--- src/rtl/mac_result_drain.sv ---
// mac_result_drain
//   Consumer end of the MAC array handshake. A rising edge on mac_ready captures
//   NODES x FEATS accumulator results. Each result is requantised on capture:
//   arithmetic right shift, optional ReLU, then saturation to OUT_W bits.
//   The stored set is streamed out one node per beat on a valid/ready interface.
//   A set that arrives while the previous one is still draining is dropped and
//   reported through the sticky overflow flag.
// Ports
//   clk, rst      clock and synchronous active-high reset
//   mac_ready     results valid from the MAC array (only rising edges capture)
//   mac_res       packed results, element n*FEATS+f = node n, feature f
//   o_valid/o_ready/o_data/o_node/o_last   output stream, one node per beat
//   busy          a captured set is not yet fully drained
//   overflow      sticky, a result set was dropped; clr_ovf clears it
module mac_result_drain #(
  parameter int NODES   = 4,
  parameter int FEATS   = 4,
  parameter int IN_W    = 13,
  parameter int OUT_W   = 7,
  parameter int SHIFT   = 3,
  parameter int RELU_EN = 1
) (
  input  logic                        clk,
  input  logic                        rst,
  input  logic                        mac_ready,
  input  logic [NODES*FEATS*IN_W-1:0] mac_res,
  output logic                        o_valid,
  input  logic                        o_ready,
  output logic [FEATS*OUT_W-1:0]      o_data,
  output logic [$clog2(NODES)-1:0]    o_node,
  output logic                        o_last,
  output logic                        busy,
  output logic                        overflow,
  input  logic                        clr_ovf
);

  localparam int NW = $clog2(NODES);
  localparam int RW = FEATS * OUT_W;
  localparam logic signed [IN_W-1:0] SAT_MAX = IN_W'((2 ** (OUT_W - 1)) - 1);
  localparam logic signed [IN_W-1:0] SAT_MIN = IN_W'(-(2 ** (OUT_W - 1)));

  typedef enum logic {
    IDLE,
    SEND
  } state_t;

  state_t          state_q, state_d;
  logic            mr_q;
  logic [NW-1:0]   node_q, node_d;
  logic            ovf_q, ovf_d;
  logic [RW-1:0]   buf_q [NODES];
  logic [RW-1:0]   buf_d [NODES];
  logic [NODES*RW-1:0] quant_flat;
  logic            cap;
  logic            fire;
  logic            last_fire;

  // Requantise every incoming element combinationally; stored only on capture.
  for (genvar gi = 0; gi < NODES * FEATS; gi++) begin : g_quant
    logic signed [IN_W-1:0] x;
    logic signed [IN_W-1:0] y;
    logic [OUT_W-1:0]       q;
    always_comb begin
      x = mac_res[gi*IN_W +: IN_W];
      y = x >>> SHIFT;
      if ((RELU_EN != 0) && y[IN_W-1]) begin
        y = '0;
      end
      if (y > SAT_MAX) begin
        q = SAT_MAX[OUT_W-1:0];
      end else if (y < SAT_MIN) begin
        q = SAT_MIN[OUT_W-1:0];
      end else begin
        q = y[OUT_W-1:0];
      end
    end
    assign quant_flat[gi*OUT_W +: OUT_W] = q;
  end

  // mr_q resets high so a level already present at reset release is not an edge.
  assign cap       = mac_ready & ~mr_q;
  assign fire      = (state_q == SEND) & o_ready;
  assign last_fire = fire & (node_q == NW'(NODES - 1));

  always_comb begin
    state_d = state_q;
    node_d  = node_q;
    // A drop in the same cycle as clr_ovf keeps the flag set.
    ovf_d   = ovf_q & ~clr_ovf;
    for (int n = 0; n < NODES; n++) begin
      buf_d[n] = buf_q[n];
    end

    unique case (state_q)
      IDLE: begin
        if (cap) begin
          for (int n = 0; n < NODES; n++) begin
            buf_d[n] = quant_flat[n*RW +: RW];
          end
          node_d  = '0;
          state_d = SEND;
        end
      end
      SEND: begin
        if (last_fire) begin
          node_d = '0;
          // The buffer frees up on this very cycle, so a coincident set is taken.
          if (cap) begin
            for (int n = 0; n < NODES; n++) begin
              buf_d[n] = quant_flat[n*RW +: RW];
            end
          end else begin
            state_d = IDLE;
          end
        end else begin
          if (fire) begin
            node_d = node_q + 1'b1;
          end
          if (cap) begin
            ovf_d = 1'b1;
          end
        end
      end
      default: state_d = IDLE;
    endcase
  end

  always_ff @(posedge clk) begin
    if (rst) begin
      state_q <= IDLE;
      mr_q    <= 1'b1;
      node_q  <= '0;
      ovf_q   <= 1'b0;
      for (int n = 0; n < NODES; n++) begin
        buf_q[n] <= '0;
      end
    end else begin
      state_q <= state_d;
      mr_q    <= mac_ready;
      node_q  <= node_d;
      ovf_q   <= ovf_d;
      for (int n = 0; n < NODES; n++) begin
        buf_q[n] <= buf_d[n];
      end
    end
  end

  assign o_valid  = (state_q == SEND);
  assign busy     = (state_q == SEND);
  assign o_node   = node_q;
  assign o_last   = (state_q == SEND) & (node_q == NW'(NODES - 1));
  assign o_data   = buf_q[node_q];
  assign overflow = ovf_q;

endmodule

--- config.mk ---
export PLATFORM = sky130hd
export DESIGN_NAME = mac_result_drain
export DESIGN_NICKNAME = d
export VERILOG_FILES = /design/src/rtl/mac_result_drain.sv
export SDC_FILE = /design/constraint.sdc
export NUM_CORES = 1
export LEC_CHECK = 0
export BUFFER_PORTS_ARGS = -buffer_cell sky130_fd_sc_hd__buf_2
export CORE_UTILIZATION = 52
export DETAILED_ROUTE_END_ITERATION = 8
export PLACE_DENSITY = 0.86
export SYNTH_ARGS = -nofsm -noshare
export SYNTH_HDL_FRONTEND = slang
export SYNTH_SLANG_ARGS = --single-unit
--- constraint.sdc ---
create_clock -name clk -period 4.58 [get_ports clk]
set_input_delay 1.145 -clock clk [delete_from_list [all_inputs] [get_ports clk]]
set_output_delay 1.145 -clock clk [all_outputs]
set_load 0.1 [all_outputs]
==> impl_metrics.json, run 1 <==
{
  "grt_pass1_vias": 4997,
  "track_usage_pct": 27.4,
  "synthesis.area_um2": 5700,
  "postSynth.asyncResetShare_pct": 0,
  "tritoncts.num_buffers": 17,
  "worstPathArrival_ns": 2.49,
  "io_buffer_count": 198,
  "overflow": 0,
  "p_int_mw": 1.90,
  "drive_gt1_share_pct": 37.9,
  "path_max_fanout": 28,
  "switchingPower_mw": 0.700,
  "hpwl_um": 10500,
  "yosys_warnings": 0,
  "via_count": 5272,
  "wl_per_cell_um": 17.9,
  "coreArea_um2": 10500,
  "cts_sinks": 119,
  "p_per_area_nw_per_um2": 364,
  "design_area_um2": 7150,
  "clock_insertion_delay_worst_skew_ns": 0.51,
  "fin_setup_tns_ns": 0,
  "antenna_left": 0,
  "clk_pin_slew_ns": 0.06,
  "cts_tree": "built",
  "r2r-end": "buf_q[1][0]",
  "hold_viol": 0,
  "period_share_pct": 79.3,
  "firstDrtPassIters": 5,
  "drv_cap": 0,
  "gp_congestion": 0.844,
  "hold-path-endpoint": "buf_q[1][27]",
  "antenna_found_initial": 2,
  "mostFrequentLayoutCells": "buf_2, dfxtp_1, nand2b_1, o2111ai_1, o21ai_0",
  "reg2reg_setup_slack_ns": 2.37,
  "syn_nets": 786,
  "routed_wl_um": 15700,
  "htreeDepth": 4,
  "ios": 247,
  "period_minus_slack_ns": 3.63,
  "fmax_ghz": 0.275,
  "synth_flop_cell": "dfxtp_1",
  "cp_data_required_time_ns": 3.43,
  "min_path_cells": 1,
  "power_mw": 2.60,
  "hold_path_class": "reg2reg",
  "layout_commonest_cell": "buf_2",
  "outcome": "finished clean",
  "ctsHoldBuffers": 0,
  "post-place-ws_ns": 1.42,
  "endpoint_kind": "primary output",
  "final_core_util_pct": 68.3,
  "area_growth_pct": 25.5,
  "drcViolationCount": 0,
  "clock_power_share_pct": 47.1,
  "worst_slack_ns": 0.949,
  "die_height_um": 107,
  "dp_cells": 843,
  "initial_core_util_pct": 54.4,
  "p_leak_nw": 2.72,
  "rows": 37,
  "synth_edf_count": 0,
  "syn-instance-count": 572,
  "postPlaceCellArea_um2": 6590,
  "die_w_um": 107,
  "clockBufferDepth": 2,
  "routed_via_density": 6.00,
  "slew_headroom_pct": 23.3,
  "whs_ns": 0.460,
  "drt_iter0_drc": 436,
  "grt_pass1_wl_um": 24300,
  "startpoint_type": "flop",
  "finalNetCount": 940,
  "worstMarginPinSlew_ns": 1.15,
  "grt_max_degree": 99,
  "cts_root_buffer": "clkbuf_8",
  "slew_viol_final": 0,
  "post_cts_resized": 0,
  "rr_worst_depth": 4,
  "rsz0062_at_grt": "false",
  "ir_worst_vdd_uv": 205,
  "dieArea_um2": 11400,
  "setup_viol_count_final": 0,
  "cts_setup_buffers": 0,
  "synth-seq-area-share_pct": 41.8,
  "pwr-share-comb_pct": 11.1,
  "synth.distinct_cells": 25,
  "reg2reg_from": "o_node[0]",
  "synth_seq_cells": 119,
  "fin_cells": 878,
  "min_from": "buf_q[1][27]",
  "finClkSkew_ns": 0.00591,
  "seqPwrFrac_pct": 41.8,
  "syn_area_per_cell_um2": 9.96,
  "path_class": "reg2out",
  "swShare_pct": 26.9
}
how the worst max path moves through the flow:
stage / startpoint / slack (ns) / to / cells after the start
3_3_place_gp: flop / 1.42 / o_data[17] / 2
5_1_grt: flop / 0.79 / o_data[27] / 2
2_1_floorplan: o_node[0] / 1.36 / o_last / 2
4_1_cts: flop / 0.88 / o_data[17] / 2
3_5_place_dp: flop / 1.42 / o_data[27] / 2
6_report: flop / 0.95 / o_data[21] / 2
metal layers:
metal  vias up  track usage [%]  wire [um]
met5         -                0          0
met4         0             11.4        373
met3        30             6.02       1200
met2       276             47.5       7900
met1      2475             32.6       6260
li1       2491                -          -
synth_stat cells (2+ instances only):
| cell | count | area share (%) |
|---|---|---|
| a21oi_1 | 4 | 0.35 |
| and2_1 | 17 | 1.9 |
| buf_1 | 16 | 1.1 |
| buf_2 | 14 | 1.2 |
| buf_4 | 6 | 0.79 |
| buf_6 | 5 | 0.99 |
| clkbuf_1 | 28 | 1.8 |
| dfxtp_1 | 119 | 42 |
| mux4_2 | 28 | 11 |
| nand2b_1 | 97 | 11 |
| nor2_1 | 8 | 0.53 |
| nor2_2 | 10 | 1.1 |
| nor2b_1 | 2 | 0.22 |
| o2111ai_1 | 96 | 15 |
| o211ai_1 | 2 | 0.26 |
| o21ai_0 | 72 | 6.3 |
| o21ai_1 | 24 | 2.1 |
| or3_1 | 17 | 1.9 |
worst max-delay path: stages (launching register included):
cell	delay, ns
dfxtp_2	1.01
mux4_2	0.64
buf_2	0.31
sequential cells by signal (all words and copies together) (netlist names), named ones only:
name / flops
busy: 1
buf_q: 112
overflow: 1
mr_q: 1
o_node: 2
layout make-up:
cell class | instances | area [um2]
well taps | 136 | 170
multi-input cells | 384 | 3000
clock buffers | 21 | 469
flip-flops and latches | 119 | 2380
clock inverters | 11 | 87.6
repair buffers | 204 | 1040
fillers | 830 | 3310
diodes | 3 | 7.51
logic make-up after synthesis:
logic type,Yosys count,synth area share (%)
buffers and inverters,69,5.91
muxes,28,11.1
DFF,119,41.8
adders and majority gates,1,0.220
AOI/OAI and AO/OA,201,24.5
and+or+nand+nor,154,16.5
power by group through the flow:
| stage | clock network [mW] | logic, mW | registers [mW] |
|---|---|---|---|
| 2_1_floorplan | 0 | 0.191 | 1.11 |
| 3_3_place_gp | 0 | 0.278 | 1.11 |
| 3_5_place_dp | 0 | 0.285 | 1.11 |
| 4_1_cts | 1.23 | 0.287 | 1.09 |
| 5_1_grt | 1.29 | 0.309 | 1.09 |
| 6_report | 1.23 | 0.289 | 1.09 |
No activity file was read; power rests on OpenSTA's default activity.
==> run 2: changes to the inputs <==
CORE_UTILIZATION = 48   (was 52)
PLACE_DENSITY = 0.81   (was 0.86)
clock period = 3.5 ns   (was 4.58 ns; I/O delays follow)
==> impl_metrics.json, run 2 (synthesis gave the netlist of run 1 again) <==
{
  "switchingPower_mw": 0.881,
  "grt_max_degree": 99,
  "cp_data_required_time_ns": 2.62,
  "worstPathArrival_ns": 2.20,
  "clock_insertion_delay_worst_skew_ns": 0.41,
  "wl_per_cell_um": 17.0,
  "startpoint_type": "flop",
  "path_class": "reg2out",
  "io_buffer_count": 198,
  "max_flop_register": "buf_q",
  "worstMarginPinSlew_ns": 0.881,
  "dieArea_um2": 12300,
  "grt_pass1_vias": 5195,
  "drive_gt1_share_pct": 37.8,
  "postPlaceCellArea_um2": 6650,
  "gp_congestion": 0.818,
  "track_usage_pct": 24.9,
  "design_area_um2": 7200,
  "antenna_left": 0,
  "via_count": 5203,
  "swShare_pct": 25.8,
  "die_w_um": 111,
  "pwr-share-comb_pct": 11.4,
  "rr_worst_depth": 5,
  "layout_commonest_cell": "buf_2",
  "cts_tree": "built",
  "grt_pass1_wl_um": 24500,
  "gr-max-usage-layer": "met2",
  "slew_viol_final": 0,
  "largest_reg_flops": 112,
  "post_cts_resized": 0,
  "die_height_um": 111,
  "overflow": 0,
  "power_mw": 3.41,
  "cts_root_buffer": "clkbuf_16",
  "rows": 39,
  "final_core_util_pct": 62.8,
  "routed_via_density": 5.87,
  "finClkSkew_ns": 0.00564,
  "area_growth_pct": 26.5,
  "slew_headroom_pct": 41.3,
  "endpoint_kind": "primary output",
  "drcViolationCount": 0,
  "hpwl_um": 10200,
  "hold_path_class": "reg2reg",
  "antenna_found_initial": 2,
  "drv_cap": 0,
  "clockBufferDepth": 2,
  "fmax_ghz": 0.326,
  "use_met2_pct": 41.4,
  "p_leak_nw": 2.74,
  "hold_viol": 0,
  "cts_sinks": 119,
  "coreArea_um2": 11500,
  "path_max_fanout": 13,
  "mostFrequentLayoutCells": "buf_2, dfxtp_1, nand2b_1, o2111ai_1, o21ai_0",
  "clk_pin_slew_ns": 0.05,
  "cts_setup_buffers": 0,
  "routed_wl_um": 15100,
  "ctsHoldBuffers": 0,
  "p_per_area_nw_per_um2": 473,
  "firstDrtPassIters": 5,
  "period_minus_slack_ns": 3.07,
  "ios": 247,
  "use_met3_pct": 6.72,
  "period_share_pct": 87.7,
  "rsz0062_at_grt": "false",
  "p_int_mw": 2.53,
  "initial_core_util_pct": 49.7,
  "clock_power_share_pct": 47.0,
  "fillers": 945,
  "grt.met1_usage_pct": 29.2,
  "ir_worst_vdd_uv": 266,
  "outcome": "finished clean",
  "finalNetCount": 942,
  "fin_setup_tns_ns": 0,
  "drt_iter0_drc": 256,
  "setup_viol_count_final": 0,
  "htreeDepth": 4,
  "seqPwrFrac_pct": 41.6,
  "min_path_cells": 1,
  "tritoncts.num_buffers": 17
}
-- run 2: cell count changes in the layout (fill, tap and decap cells not counted), sizes merged --
cell      before  now
clkbuf        21   20
clkinv         2    6
diode          3    2
bufinv         0    1
clkinvlp       4    5
buf          204  206
inv            5    0
-- run 2: layout make-up --
cell class	count	area (um2)	area share (%)
Tap cell	143	179	2.48
Multi-Input combinational cell	384	3000	41.6
Timing Repair Buffer	206	1090	15.1
Clock inverter	12	105	1.46
Clock buffer	20	447	6.20
Antenna cell	2	5.00	0.0695
Sequential cell	119	2380	33.1
-- run 2: final timing paths --
kind,endpoint,start,slack (ns)
min reg2reg,buf_q[3][27],buf_q[3][27],0.46
max,o_data[21],flop,0.43
max reg2reg,buf_q[3][8],o_node[0],1.50
min,buf_q[3][27],buf_q[3][27],0.46
-- run 2: metrics by stage --
| step | instances | setup WS, ns | hold WS [ns] |
|---|---|---|---|
| 5_1_grt | 886 | 0.372 | 0.470 |
| 2_1_floorplan | 572 | 0.549 | 0.424 |
| 3_5_place_dp | 852 | 0.879 | 0.446 |
| 6_report | 886 | 0.430 | 0.456 |
| 4_1_cts | 884 | 0.432 | 0.459 |
| 3_3_place_gp | 852 | 0.866 | 0.436 |
-- run 2: worst max-delay path: stages (launching register included) --
cell and delay (ns):
dfxtp_1 0.78, buf_4 0.34, mux4_2 0.23, buf_2 0.43
-- run 2: power by group through the flow --
stage	Clock, mW	Sequential, mW	Combinational, mW
global placement	0	1.44	0.377
CTS	1.63	1.42	0.389
floorplan	0	1.45	0.249
finish	1.60	1.42	0.389
detailed placement	0	1.45	0.386
global route	1.70	1.42	0.417
-- run 2: metal layers --
metal	wire, um	vias to the layer above	share of wire, %
met5	0	-	0
met4	483	0	3.2
met3	972	40	6.4
met2	7320	228	49
met1	6310	2440	42
li1	-	2495	-
==> run 3: changes to the inputs <==
CORE_UTILIZATION = 52   (was 48)
PLACE_DENSITY = 0.86   (was 0.81)
clock period = 4 ns   (was 3.5 ns; I/O delays follow)
==> impl_metrics.json, run 3 (synthesis gave the netlist of run 1 again) <==
{
  "initial_core_util_pct": 54.4,
  "final_core_util_pct": 68.9,
  "startpoint_type": "flop",
  "antenna_found_initial": 2,
  "rsz0062_at_grt": "false",
  "slew_viol_final": 0,
  "drt_iter0_drc": 396,
  "path_class": "reg2out",
  "multiInputGateArea_um2": 3000,
  "fillers": 790,
  "worstPathArrival_ns": 2.31,
  "fin_setup_tns_ns": 0,
  "wl_per_cell_um": 18.2,
  "clock_insertion_delay_worst_skew_ns": 0.51,
  "finClkSkew_ns": 0.00759,
  "ir_worst_vdd_uv": 271,
  "htreeDepth": 4,
  "antenna_left": 0,
  "max_flop_register": "buf_q",
  "gp_congestion": 0.832,
  "hold_viol": 0,
  "routed_via_density": 5.99,
  "die_height_um": 107,
  "outcome": "finished clean",
  "coreArea_um2": 10500,
  "min_from": "buf_q[2][13]",
  "whs_ns": 0.453,
  "regArea_um2": 2380,
  "path_max_fanout": 16,
  "finalNetCount": 939,
  "reg2reg_setup_slack_ns": 1.69,
  "layout_commonest_cell": "buf_2",
  "setup_viol_count_final": 0,
  "reg2reg_from": "o_node[0]",
  "overflow": 0,
  "hpwl_um": 10600,
  "mostFrequentLayoutCells": "buf_2, dfxtp_1, nand2b_1, o2111ai_1, o21ai_0",
  "drv_cap": 0,
  "crit_path_end": "o_data[6]",
  "rr_worst_depth": 4,
  "slew_headroom_pct": 23.0,
  "cts_tree": "built",
  "dieArea_um2": 11400,
  "cp_data_required_time_ns": 3.00,
  "p_leak_nw": 2.74,
  "largest_reg_flops": 112,
  "r2r-end": "buf_q[0][3]",
  "fin_cells": 876,
  "drcViolationCount": 0,
  "period_share_pct": 82.7,
  "worstMarginPinSlew_ns": 1.15,
  "p_per_area_nw_per_um2": 424,
  "fmax_ghz": 0.302,
  "drive_gt1_share_pct": 37.7,
  "cts_root_buffer": "clkbuf_8",
  "cts_sinks": 119,
  "dp_cells": 842,
  "cts_setup_buffers": 0,
  "via_count": 5246,
  "clk_pin_slew_ns": 0.06,
  "post_cts_resized": 0,
  "clockBufferDepth": 2,
  "routed_wl_um": 15900,
  "grt_pass1_vias": 5276,
  "io_buffer_count": 198,
  "rows": 37,
  "tritoncts.num_buffers": 17,
  "grt_pass1_wl_um": 25400,
  "ctsHoldBuffers": 0,
  "die_w_um": 107,
  "ios": 247,
  "area_growth_pct": 26.6,
  "endpoint_kind": "primary output",
  "firstDrtPassIters": 5,
  "hold_path_class": "reg2reg",
  "grt_max_degree": 110,
  "period_minus_slack_ns": 3.31,
  "track_usage_pct": 28.5
}
run 3: worst min path at each step:
stage	slack, ns	cells past startpoint	to
2_1_floorplan	0.42	1	buf_q[2][13]
3_3_place_gp	0.44	1	buf_q[2][6]
3_5_place_dp	0.44	1	buf_q[2][13]
4_1_cts	0.46	1	buf_q[2][13]
5_1_grt	0.47	1	buf_q[3][13]
6_report	0.45	1	buf_q[2][13]
run 3: where the power goes:
part / switching (mW) / internal, mW / total [mW]
registers: 0.0232 / 1.22 / 1.24
clock network: 0.565 / 0.908 / 1.47
logic: 0.213 / 0.127 / 0.339
run 3: area by class of cell:
type,count,share of cell area [%]
flip-flops and latches,119,33.1
clock inverters,13,2.03
repair buffers,203,15.0
clock buffers,19,5.99
well taps,136,2.36
diodes,2,0.0694
multi-input cells,384,41.5
run 3: stage by stage:
| stage | power (mW) | area (um2) | setup slack, ns |
|---|---|---|---|
| final | 3.06 | 7210 | 0.691 |
| after detailed placement | 1.60 | 6630 | 1.19 |
| after global placement | 1.59 | 6630 | 1.21 |
| after global routing | 3.15 | 7210 | 0.582 |
| after CTS | 3.06 | 7210 | 0.634 |
| after floorplan | 1.48 | 5700 | 0.924 |
run 3: critical path, stage by stage (launching register included):
cell     delay (ns)
dfxtp_2        0.68
buf_12         0.26
mux4_2         0.54
buf_2          0.31
run 3: per-layer routing:
metal | up-vias | share of wire, % | track usage (%)
li1 | 2488 | - | -
met1 | 2482 | 40 | 34.4
met2 | 241 | 50 | 48.8
met3 | 35 | 6.5 | 6.14
met4 | 0 | 2.8 | 12.6
met5 | - | 0 | 0
